`src/rtl/icon_rom_arbiter.sv`:
```
// -----------------------------------------------------------------------------
// icon_rom_arbiter
//
// Shares one 2048 x 2-bit icon ROM between four requesters.
//   - Port 0 is the VGA icon renderer. Its pixel timing is hard, so it wins
//     any cycle in which no background port is starved.
//   - Ports 1-3 are background users (minimap, preloader, debug readback).
//     They share leftover slots round-robin.
//   - A per-port starvation counter lets a background port preempt port 0
//     for one grant after STARVE_LIMIT consecutive denied cycles.
//   - Read data returns to the originating port after a fixed
//     ROM_LATENCY+1 cycles, steered by a (valid, port) tag pipeline.
//
// Parameters
//   ROM_LATENCY   ROM read latency, address-sampling edge to valid douta (1..3)
//   STARVE_LIMIT  denied cycles before a port 1-3 preempts port 0 (2..15)
//
// Ports
//   vga_clock   in   1   sole clock
//   reset       in   1   asynchronous, active-high reset
//   req         in   4   per-port request, held with a stable address until granted
//   addr0..3    in  11   per-port ROM address {bot_type[2:0], row[3:0], col[3:0]}
//   gnt         out  4   one-hot combinational grant for the current cycle
//   rom_addr    out 11   winner's address, combinational, to ROM addra
//   rom_data    in   2   ROM douta
//   rdata       out  2   registered read data, holds while rvalid is 0
//   rvalid      out  4   registered one-hot owner of rdata this cycle
//   port0_miss  out  1   registered pulse: port 0 requested and was denied last cycle
//   miss_count  out  8   saturating count of port0_miss pulses
// -----------------------------------------------------------------------------
module icon_rom_arbiter #(
    parameter int ROM_LATENCY  = 1,
    parameter int STARVE_LIMIT = 8
) (
    input  logic        vga_clock,
    input  logic        reset,
    input  logic [3:0]  req,
    input  logic [10:0] addr0,
    input  logic [10:0] addr1,
    input  logic [10:0] addr2,
    input  logic [10:0] addr3,
    output logic [3:0]  gnt,
    output logic [10:0] rom_addr,
    input  logic [1:0]  rom_data,
    output logic [1:0]  rdata,
    output logic [3:0]  rvalid,
    output logic        port0_miss,
    output logic [7:0]  miss_count
);

    localparam logic [3:0] LIMIT = 4'(STARVE_LIMIT);

    // One entry of the read-return pipeline: which port a ROM access belongs to.
    typedef struct packed {
        logic       valid;
        logic [1:0] port;
    } tag_t;

    // -------------------------------------------------------------------------
    // State
    // -------------------------------------------------------------------------
    logic [1:0]       rr_ptr;        // last background port granted (1..3)
    logic [3:1][3:0]  starve_cnt;    // consecutive denied cycles, ports 1-3
    tag_t             tag_pipe [ROM_LATENCY];

    // -------------------------------------------------------------------------
    // Combinational arbitration
    // -------------------------------------------------------------------------
    logic [3:0] starved;
    logic [1:0] win_idx;
    logic       miss_now;
    tag_t       tag_out;

    // Round-robin successor over the background ports: 1 -> 2 -> 3 -> 1.
    function automatic logic [1:0] rr_next(input logic [1:0] p);
        case (p)
            2'd1:    return 2'd2;
            2'd2:    return 2'd3;
            default: return 2'd1;
        endcase
    endfunction

    // First candidate among ports 1-3, searching from ptr+1 with wrap.
    // Bit 0 of cand is never examined; callers keep it zero.
    function automatic logic [3:0] rr_pick(input logic [3:0] cand, input logic [1:0] ptr);
        logic [1:0] p;
        logic [3:0] pick;
        pick = '0;
        p    = ptr;
        for (int k = 0; k < 3; k++) begin
            p = rr_next(p);
            if (pick == '0 && cand[p]) begin
                pick[p] = 1'b1;
            end
        end
        return pick;
    endfunction

    always_comb begin
        // NOTE: every signal driven here gets a default before any branch, so
        // no path leaves a value unassigned and no latch is inferred.
        starved = '0;
        for (int i = 1; i < 4; i++) begin
            starved[i] = req[i] && (starve_cnt[i] == LIMIT);
        end

        gnt = '0;
        if (reset) begin
            gnt = '0;
        end else if (starved != '0) begin
            gnt = rr_pick(starved, rr_ptr);
        end else if (req[0]) begin
            gnt = 4'b0001;
        end else begin
            gnt = rr_pick(req & 4'b1110, rr_ptr);
        end
    end

    // Grant encoding and address mux; gnt is one-hot or zero.
    always_comb begin
        win_idx  = 2'd0;
        rom_addr = '0;
        if (gnt[0]) begin
            win_idx  = 2'd0;
            rom_addr = addr0;
        end
        if (gnt[1]) begin
            win_idx  = 2'd1;
            rom_addr = addr1;
        end
        if (gnt[2]) begin
            win_idx  = 2'd2;
            rom_addr = addr2;
        end
        if (gnt[3]) begin
            win_idx  = 2'd3;
            rom_addr = addr3;
        end
    end

    assign miss_now = req[0] && !gnt[0];
    assign tag_out  = tag_pipe[ROM_LATENCY-1];

    // -------------------------------------------------------------------------
    // Sequential state
    // -------------------------------------------------------------------------
    always_ff @(posedge vga_clock or posedge reset) begin
        if (reset) begin
            rr_ptr     <= 2'd3;
            starve_cnt <= '0;
            // NOTE: the tag pipeline is reset, unlike a plain data delay line,
            // because a stale valid tag would emit rvalid for a read that
            // reset has discarded.
            for (int k = 0; k < ROM_LATENCY; k++) begin
                tag_pipe[k] <= '0;
            end
            rdata      <= '0;
            rvalid     <= '0;
            port0_miss <= 1'b0;
            miss_count <= '0;
        end else begin
            // NOTE: state updates use non-blocking assignments so every
            // register samples the pre-edge values of the others.
            if (gnt[3:1] != '0) begin
                rr_ptr <= win_idx;
            end

            // Clear on grant or idle; otherwise count up and stick at the limit.
            for (int i = 1; i < 4; i++) begin
                if (!req[i] || gnt[i]) begin
                    starve_cnt[i] <= '0;
                end else if (starve_cnt[i] != LIMIT) begin
                    starve_cnt[i] <= starve_cnt[i] + 4'd1;
                end
            end

            // The tag reaching the last stage lines up with the ROM data
            // for the same access, which is captured into rdata.
            tag_pipe[0] <= '{valid: (gnt != '0), port: win_idx};
            for (int k = 1; k < ROM_LATENCY; k++) begin
                tag_pipe[k] <= tag_pipe[k-1];
            end

            rvalid <= tag_out.valid ? (4'b0001 << tag_out.port) : 4'b0000;
            if (tag_out.valid) begin
                rdata <= rom_data;
            end

            // The count steps on the same edge that raises the pulse, so it
            // already includes the pulse visible in the same cycle.
            port0_miss <= miss_now;
            if (miss_now && miss_count != 8'hFF) begin
                miss_count <= miss_count + 8'd1;
            end
        end
    end

endmodule

```
`config.mk`:
```
export PLATFORM = sky130hd
export DESIGN_NAME = icon_rom_arbiter
export DESIGN_NICKNAME = d
export VERILOG_FILES = /design/src/rtl/icon_rom_arbiter.sv
export SDC_FILE = /design/constraint.sdc
export NUM_CORES = 1
export LEC_CHECK = 0
export ABC_AREA = 1
export CAP_MARGIN = 20
export CORE_AREA = 2 2 87 64
export DETAILED_ROUTE_END_ITERATION = 10
export DIE_AREA = 0 0 89 66
export PLACE_DENSITY = 0.84
export SETUP_SLACK_MARGIN = 0.05
export SYNTH_ARGS = -nofsm -noshare
export SYNTH_HDL_FRONTEND = slang
export SYNTH_SLANG_ARGS = --single-unit
export TNS_END_PERCENT = 1
```
`constraint.sdc`:
```
create_clock -name vga_clock -period 5.15 [get_ports vga_clock]
set_input_delay 1.03 -clock vga_clock [delete_from_list [all_inputs] [get_ports vga_clock]]
set_output_delay 1.03 -clock vga_clock [all_outputs]
set_load 0.02 [all_outputs]
```
# [After elaboration in Yosys (flattened, before gate mapping)]
# Cells that the tools add are included.
[word_totals] register_bits=32 input_bits=52 out_inout_bits=30 elab_cells=157
[op_classes] addsub=4 order_cmp=12 eq_ne=17 n_shift=1 muxes=77 bitwise_logic=4 reduce_logical=32
[op_table] operator="$mux W4" count=26
[op_table] operator="$mux W11" count=4
[op_table] operator="$mux W2" count=17
[op_table] operator="$pmux W2 S2" count=5
[op_table] operator="$lt A2 B3 Y1 const B" count=6
[op_table] operator="$logic_not A4 Y1" count=4
[op_table] operator="$or A4 B4 Y4" count=4
[op_table] operator="$logic_and A1 B1 Y1" count=15
[op_table] operator="$mux W1" count=13
[op_table] operator="$add A4 B1 Y4 const B" count=3
[op_table] operator="$bmux W1 S2" count=6
[op_table] operator="$demux W1 S2" count=6
[op_table] operator="$eq A4 B4 Y1 const B" count=3
[op_table] operator="$ge A2 B1 Y1 const B" count=6
[op_table] operator="$ne A4 B4 Y1 const B" count=3
[op_table] operator="$eq A2 B1 Y1 const B" count=5
[op_table] operator="$eq A2 B2 Y1 const B" count=5
[op_table] operator="$add A8 B1 Y8 const B" count=1
[op_table] operator="$ne A8 B8 Y1 const B" count=1
[op_table] operator="$reduce_bool A2 Y1" count=3
[op_table] operator="$reduce_bool A3 Y1" count=2
[op_table] operator="$logic_not A1 Y1" count=4
[op_table] operator="$reduce_bool A4 Y1" count=1
[op_table] operator="$shl A1 B2 Y4 const A" count=1
[op_table] operator="$logic_or A1 B1 Y1" count=3

# [Logic depth before layout (Yosys ltp)]
[depth] depth_word=29 depth_mapped=20 ltp_nobuf=18

# [Worst setup path after synthesis]
# Ideal clock, no wire load.
[synth_path] path_type="input -> output" from="input port reset" to="output port rom_addr[1]" arrival_time_ps=2881 required_ps=4120 slack_ps=1239 path_stages=6 n_path_buf=1 cell_sequence="inv_2 -> buf_1 -> nand3_1 -> nand2_1 -> nor2_1 -> nor2_1"
[synth_between] elab_chain_len=5
[synth_rtl] item="start: declaration" line="36" text="input logic reset,"
[synth_rtl] item="$mux W4 (*)" line="108" text="if (reset) begin"
[synth_rtl] item="$mux W11" line="123" text="if (gnt[0]) begin"
[synth_rtl] item="$mux W11" line="127" text="if (gnt[1]) begin"
[synth_rtl] item="$mux W11" line="131" text="if (gnt[2]) begin"
[synth_rtl] item="$mux W11 (*)" line="135" text="if (gnt[3]) begin"
[synth_rtl] item="end: declaration" line="43" text="output logic [10:0] rom_addr,"
# Every way passes the cells marked *; elsewhere a longest branch is shown, timed or not.

# [Worst setup path in the final report]
[layout_path] from="register rr_ptr[0]" to="output port rom_addr[8]"
[layout_between] elab_chain_len=29 word_cells_on_any_way=107
[layout_rtl] item="start: declaration" line="62" text="logic [1:0] rr_ptr;"
[layout_rtl] item="start signal: assignment" line="165" text="rr_ptr <= win_idx;"
[layout_rtl] item="$eq A2 B2 Y1 / $eq A2 B1 Y1 (equally long branches)" line="76" text="case (p)"
[layout_rtl] item="$pmux W2 S2 (*)" line="76"
[layout_rtl] item="$mux W2" line="112" text="end else if (req[0]) begin"
[layout_rtl] item="$mux W2" line="110" text="end else if (starved != '0) begin"
[layout_rtl] item="$mux W2" line="108"
[layout_rtl] item="$eq A2 B2 Y1, or another cell as far along" line="76"
[layout_rtl] item="$pmux W2 S2 / $logic_and A1 B1 Y1 (equally long branches)" line="76, 93"
[layout_rtl] item="$mux W2 / $mux W1 (equally long branches)" line="112, 93"
[layout_rtl] item="(+13 left out)"
[layout_rtl] item="$mux W4" line="92" text="if (pick == '0 && cand[p]) begin"
[layout_rtl] item="$mux W4" line="112"
[layout_rtl] item="$mux W4 (*)" line="110"
[layout_rtl] item="$mux W4 (*)" line="108"
[layout_rtl] item="$mux W11" line="123"
[layout_rtl] item="$mux W11" line="127"
[layout_rtl] item="$mux W11" line="131"
[layout_rtl] item="$mux W11 (*)" line="135"
# Every way passes the cells marked *; elsewhere a longest branch is shown, timed or not. The select of a mux whose other input is x is not followed.

==> results.sh <==
export IMPL_arrival_ns=3.59
export IMPL_path_clk_slew_ns=0.07
export IMPL_crit_path_start_kind="flip-flop"
export IMPL_ys_ff_latch=32
export IMPL_fin_crit_sh_pct=89.8
export IMPL_fp_dieW_um=89
export IMPL_worst_pin_slew_ns=0.437
export IMPL_clk_path_buf_depth=2
export IMPL_power_density_mw_per_mm2=630
export IMPL_cp_end_kind="output pin"
export IMPL_syn_nets=402
export IMPL_ant_nets=0
export IMPL_hold_viol=0
export IMPL_rows=22
export IMPL_grt_pass1_vias=2379
export IMPL_grtUsageMet1_pct=30.7
export IMPL_min_from="tag_out[0]"
export IMPL_power_leakage_uw=0.00169
export IMPL_synthCells=340
export IMPL_antenna_found_initial=0
export IMPL_rsz0062_at_grt="false"
export IMPL_path_buf_inv=3
export IMPL_grt_pass1_wl_um=10700
export IMPL_top_usage_layer="met2"
export IMPL_multi_input_area_mm2=0.00140
export IMPL_post_drt_wl_per_cell_um=13.4
export IMPL_nFillCells=434
export IMPL_portBuffers=81
export IMPL_fin_skew_ns=0.00580
export IMPL_wirelength_um=6610
export IMPL_die_h_um=66
export IMPL_hold_depth=1
export IMPL_clock_latency_ns=0.28
export IMPL_first_iter_violations=112
export IMPL_cts_root_buffer="clkbuf_8"
export IMPL_worstSetupPathType="flip-flop to output pin"
export IMPL_core_mm2=0.00506
export IMPL_cts_sinks=32
export IMPL_syn_avg_cell_area_um2=7.15
export IMPL_reg2reg_to="tag_out[2]"
export IMPL_gr_usage_all_layers_pct=23.3
export IMPL_slew_viol_final=0
export IMPL_fin_nets=482
export IMPL_tritoncts="built"
export IMPL_grt_max_degree=31
export IMPL_slowest_delay_ns=0.55
export IMPL_cp_common_cell="nand2_1"
export IMPL_register_area_um2=803
export IMPL_setup_viol=0
export IMPL_hold_ws_ns=0.472
export IMPL_layout_drive_gt1_share_pct=11.4
export IMPL_synth_area_mm2=0.00243
export IMPL_gp_congestion=0.924
export IMPL_cp_required_ns=4.12
export IMPL_holdBufCountCts=0
export IMPL_hold_end="rvalid[2]"
export IMPL_r2r_start="rr_ptr[0]"
export IMPL_crit_chain="inv_1 > ha_1 > inv_4 > nand2_1 > nand3_1 > nand2_2 > nor2_4 > nand2_2 > nand2_1 > o21ai_4 > nand3_1 > nand2_1 > nand2_1 > nand3_2 > nand3_1 > nand2_1 > nor2_1 > nor2_1 > clkdlybuf4s50_1"
export IMPL_fp_dieArea_mm2=0.00587
export IMPL_cp_top_family="simple AND/OR/NAND/NOR gates"
export IMPL_area_delta_synth_final_pct=39.3
export IMPL_holdCritPathClass="flip-flop to flip-flop"
export IMPL_use_met3_pct=5.37
export IMPL_dr_pass1_iters=5
export IMPL_ys_types=41
export IMPL_cp_startpoint="rr_ptr[0]"
export IMPL_num_vias=2578
export IMPL_ir_drop_mv=0.369
export IMPL_setup_tns_ns=0
export IMPL_initial_core_util_pct=48.0
export IMPL_vias_per_cell=5.23
export IMPL_status="completed"
export IMPL_slowest_stage="dfstp_2"
export IMPL_dpl_hpwl_um=5100
export IMPL_cap_violations=0
export IMPL_cts_buffers=5
export IMPL_ys_warnings_count=0
export IMPL_finalCoreUtilization_pct=66.8
export IMPL_grt_use_met2_pct=39.7
export IMPL_relSlewSlack_pct=70.9
export IMPL_grt_ovfl_total=0
export IMPL_synth_seq_area_share_pct=33.0
export IMPL_crit_fanout=12
export IMPL_post_route_drc_count=0
export IMPL_io_pins=82
export IMPL_fin_crit_ns=4.62
export IMPL_r2r_setup_slack_ns=2.07
export IMPL_reg2reg_depth=18
export IMPL_antenna_cells=0
export IMPL_ctsHtreeMaxLevel=2
export IMPL_max_clock_freq_ghz=0.216
power by group:
part | total [uW] | leakage (uW) | internal (uW) | switching [uW]
logic | 1480 | 0.00123 | 585 | 898
registers | 415 | 0.000406 | 342 | 73.4
clock network | 234 | 0.0000552 | 143 | 90.2
sequential cells by signal (all words and copies together), names as in the netlist:
name        cells
miss_count      8
port0_miss      1
rdata           2
rr_ptr          2
rvalid          4
starve_cnt     12
tag_out         3
how the worst max path moves through the flow:
stage | to | slack (ns) | cells after the start
after global placement | rom_addr[10] | 0.36 | 16
after global routing | rom_addr[7] | 0.28 | 19
final | rom_addr[8] | 0.53 | 19
after CTS | rom_addr[5] | 0.31 | 16
after floorplan | rom_addr[1] | 1.24 | 6
after detailed placement | rom_addr[10] | 0.31 | 16
synthesized netlist by cell type (all sizes together):
library cell | instances | area share [%]
nand3 | 54 | 12
nand4 | 13 | 3.6
and3 | 1 | 0.26
a31oi | 1 | 0.26
nor4 | 1 | 0.26
xor2 | 7 | 2.5
clkbuf | 1 | 0.15
o22ai | 1 | 0.26
buf | 10 | 3.3
inv | 38 | 6.1
nor3b | 2 | 0.82
nand2 | 85 | 14
dfstp | 2 | 2.2
a21oi | 2 | 0.41
xnor2 | 5 | 1.8
ha | 10 | 5.1
mux2 | 1 | 0.46
o21ai | 10 | 2.7
o21bai | 1 | 0.31
nor3 | 9 | 2.1
or2 | 1 | 0.26
nor2 | 53 | 9.2
dfrtp | 30 | 31
a22oi | 2 | 0.62
through the flow:
| step | setup WS [ns] | total power (uW) | cells | area, um2 |
|---|---|---|---|---|
| final | 0.528 | 2130 | 493 | 3390 |
| after global routing | 0.276 | 2320 | 493 | 3390 |
| after CTS | 0.305 | 2130 | 493 | 3380 |
| after detailed placement | 0.313 | 1890 | 485 | 3270 |
| after global placement | 0.357 | 1850 | 485 | 3270 |
| after floorplan | 1.24 | 1460 | 340 | 2430 |
layer usage:
metal / up-vias / wire, um
met4: 0 / 34
met2: 95 / 3090
met3: 7 / 509
met1: 1217 / 2970
li1: 1259 / -
met5: - / 0
layout by cell type (no fill, tap or decap), types with 2 or more instances in the layout:
| cell | n |
|---|---|
| nand2_1 | 79 |
| nand2_4 | 2 |
| buf_4 | 3 |
| nor3_1 | 8 |
| inv_4 | 2 |
| nor2_1 | 45 |
| o21ai_0 | 4 |
| a22oi_1 | 2 |
| inv_2 | 8 |
| xor2_1 | 7 |
| nand4_1 | 12 |
| o21ai_1 | 4 |
| xnor2_1 | 5 |
| dlymetal6s2s_1 | 3 |
| nor2_2 | 7 |
| clkdlybuf4s50_1 | 78 |
| nand3_1 | 48 |
| ha_1 | 10 |
| dfstp_2 | 2 |
| clkbuf_8 | 5 |
| inv_1 | 28 |
| a21oi_1 | 2 |
| dfrtp_1 | 30 |
| nand3_2 | 6 |
| nand2_2 | 4 |
layout make-up:
type                            count  area share [%]
Clock buffer                        6            2.14
Inverter                           38            4.36
Sequential cell                    32            23.7
Multi-Input combinational cell    259            41.2
Timing Repair Buffer               84            24.8
Clock inverter                      2            1.03
Tap cell                           72            2.66
repair_timing:
action / CTS / global route
resized for setup: 0 / 3
buffers inserted: 0 / 0
endpoints found under the setup margin: 0 / 9
cells by family after synthesis:
kind of cell,count (synthesis),share of synthesized area (%)
AOI/OAI and AO/OA,17,4.53
xor gates and xnor gates,12,4.32
adders and majority gates,10,5.15
buffers and inverters,49,9.52
DFF,32,33.0
muxes,1,0.463
and+or+nand+nor,219,43.0
Note: power is estimated with default switching activity, not from simulation.
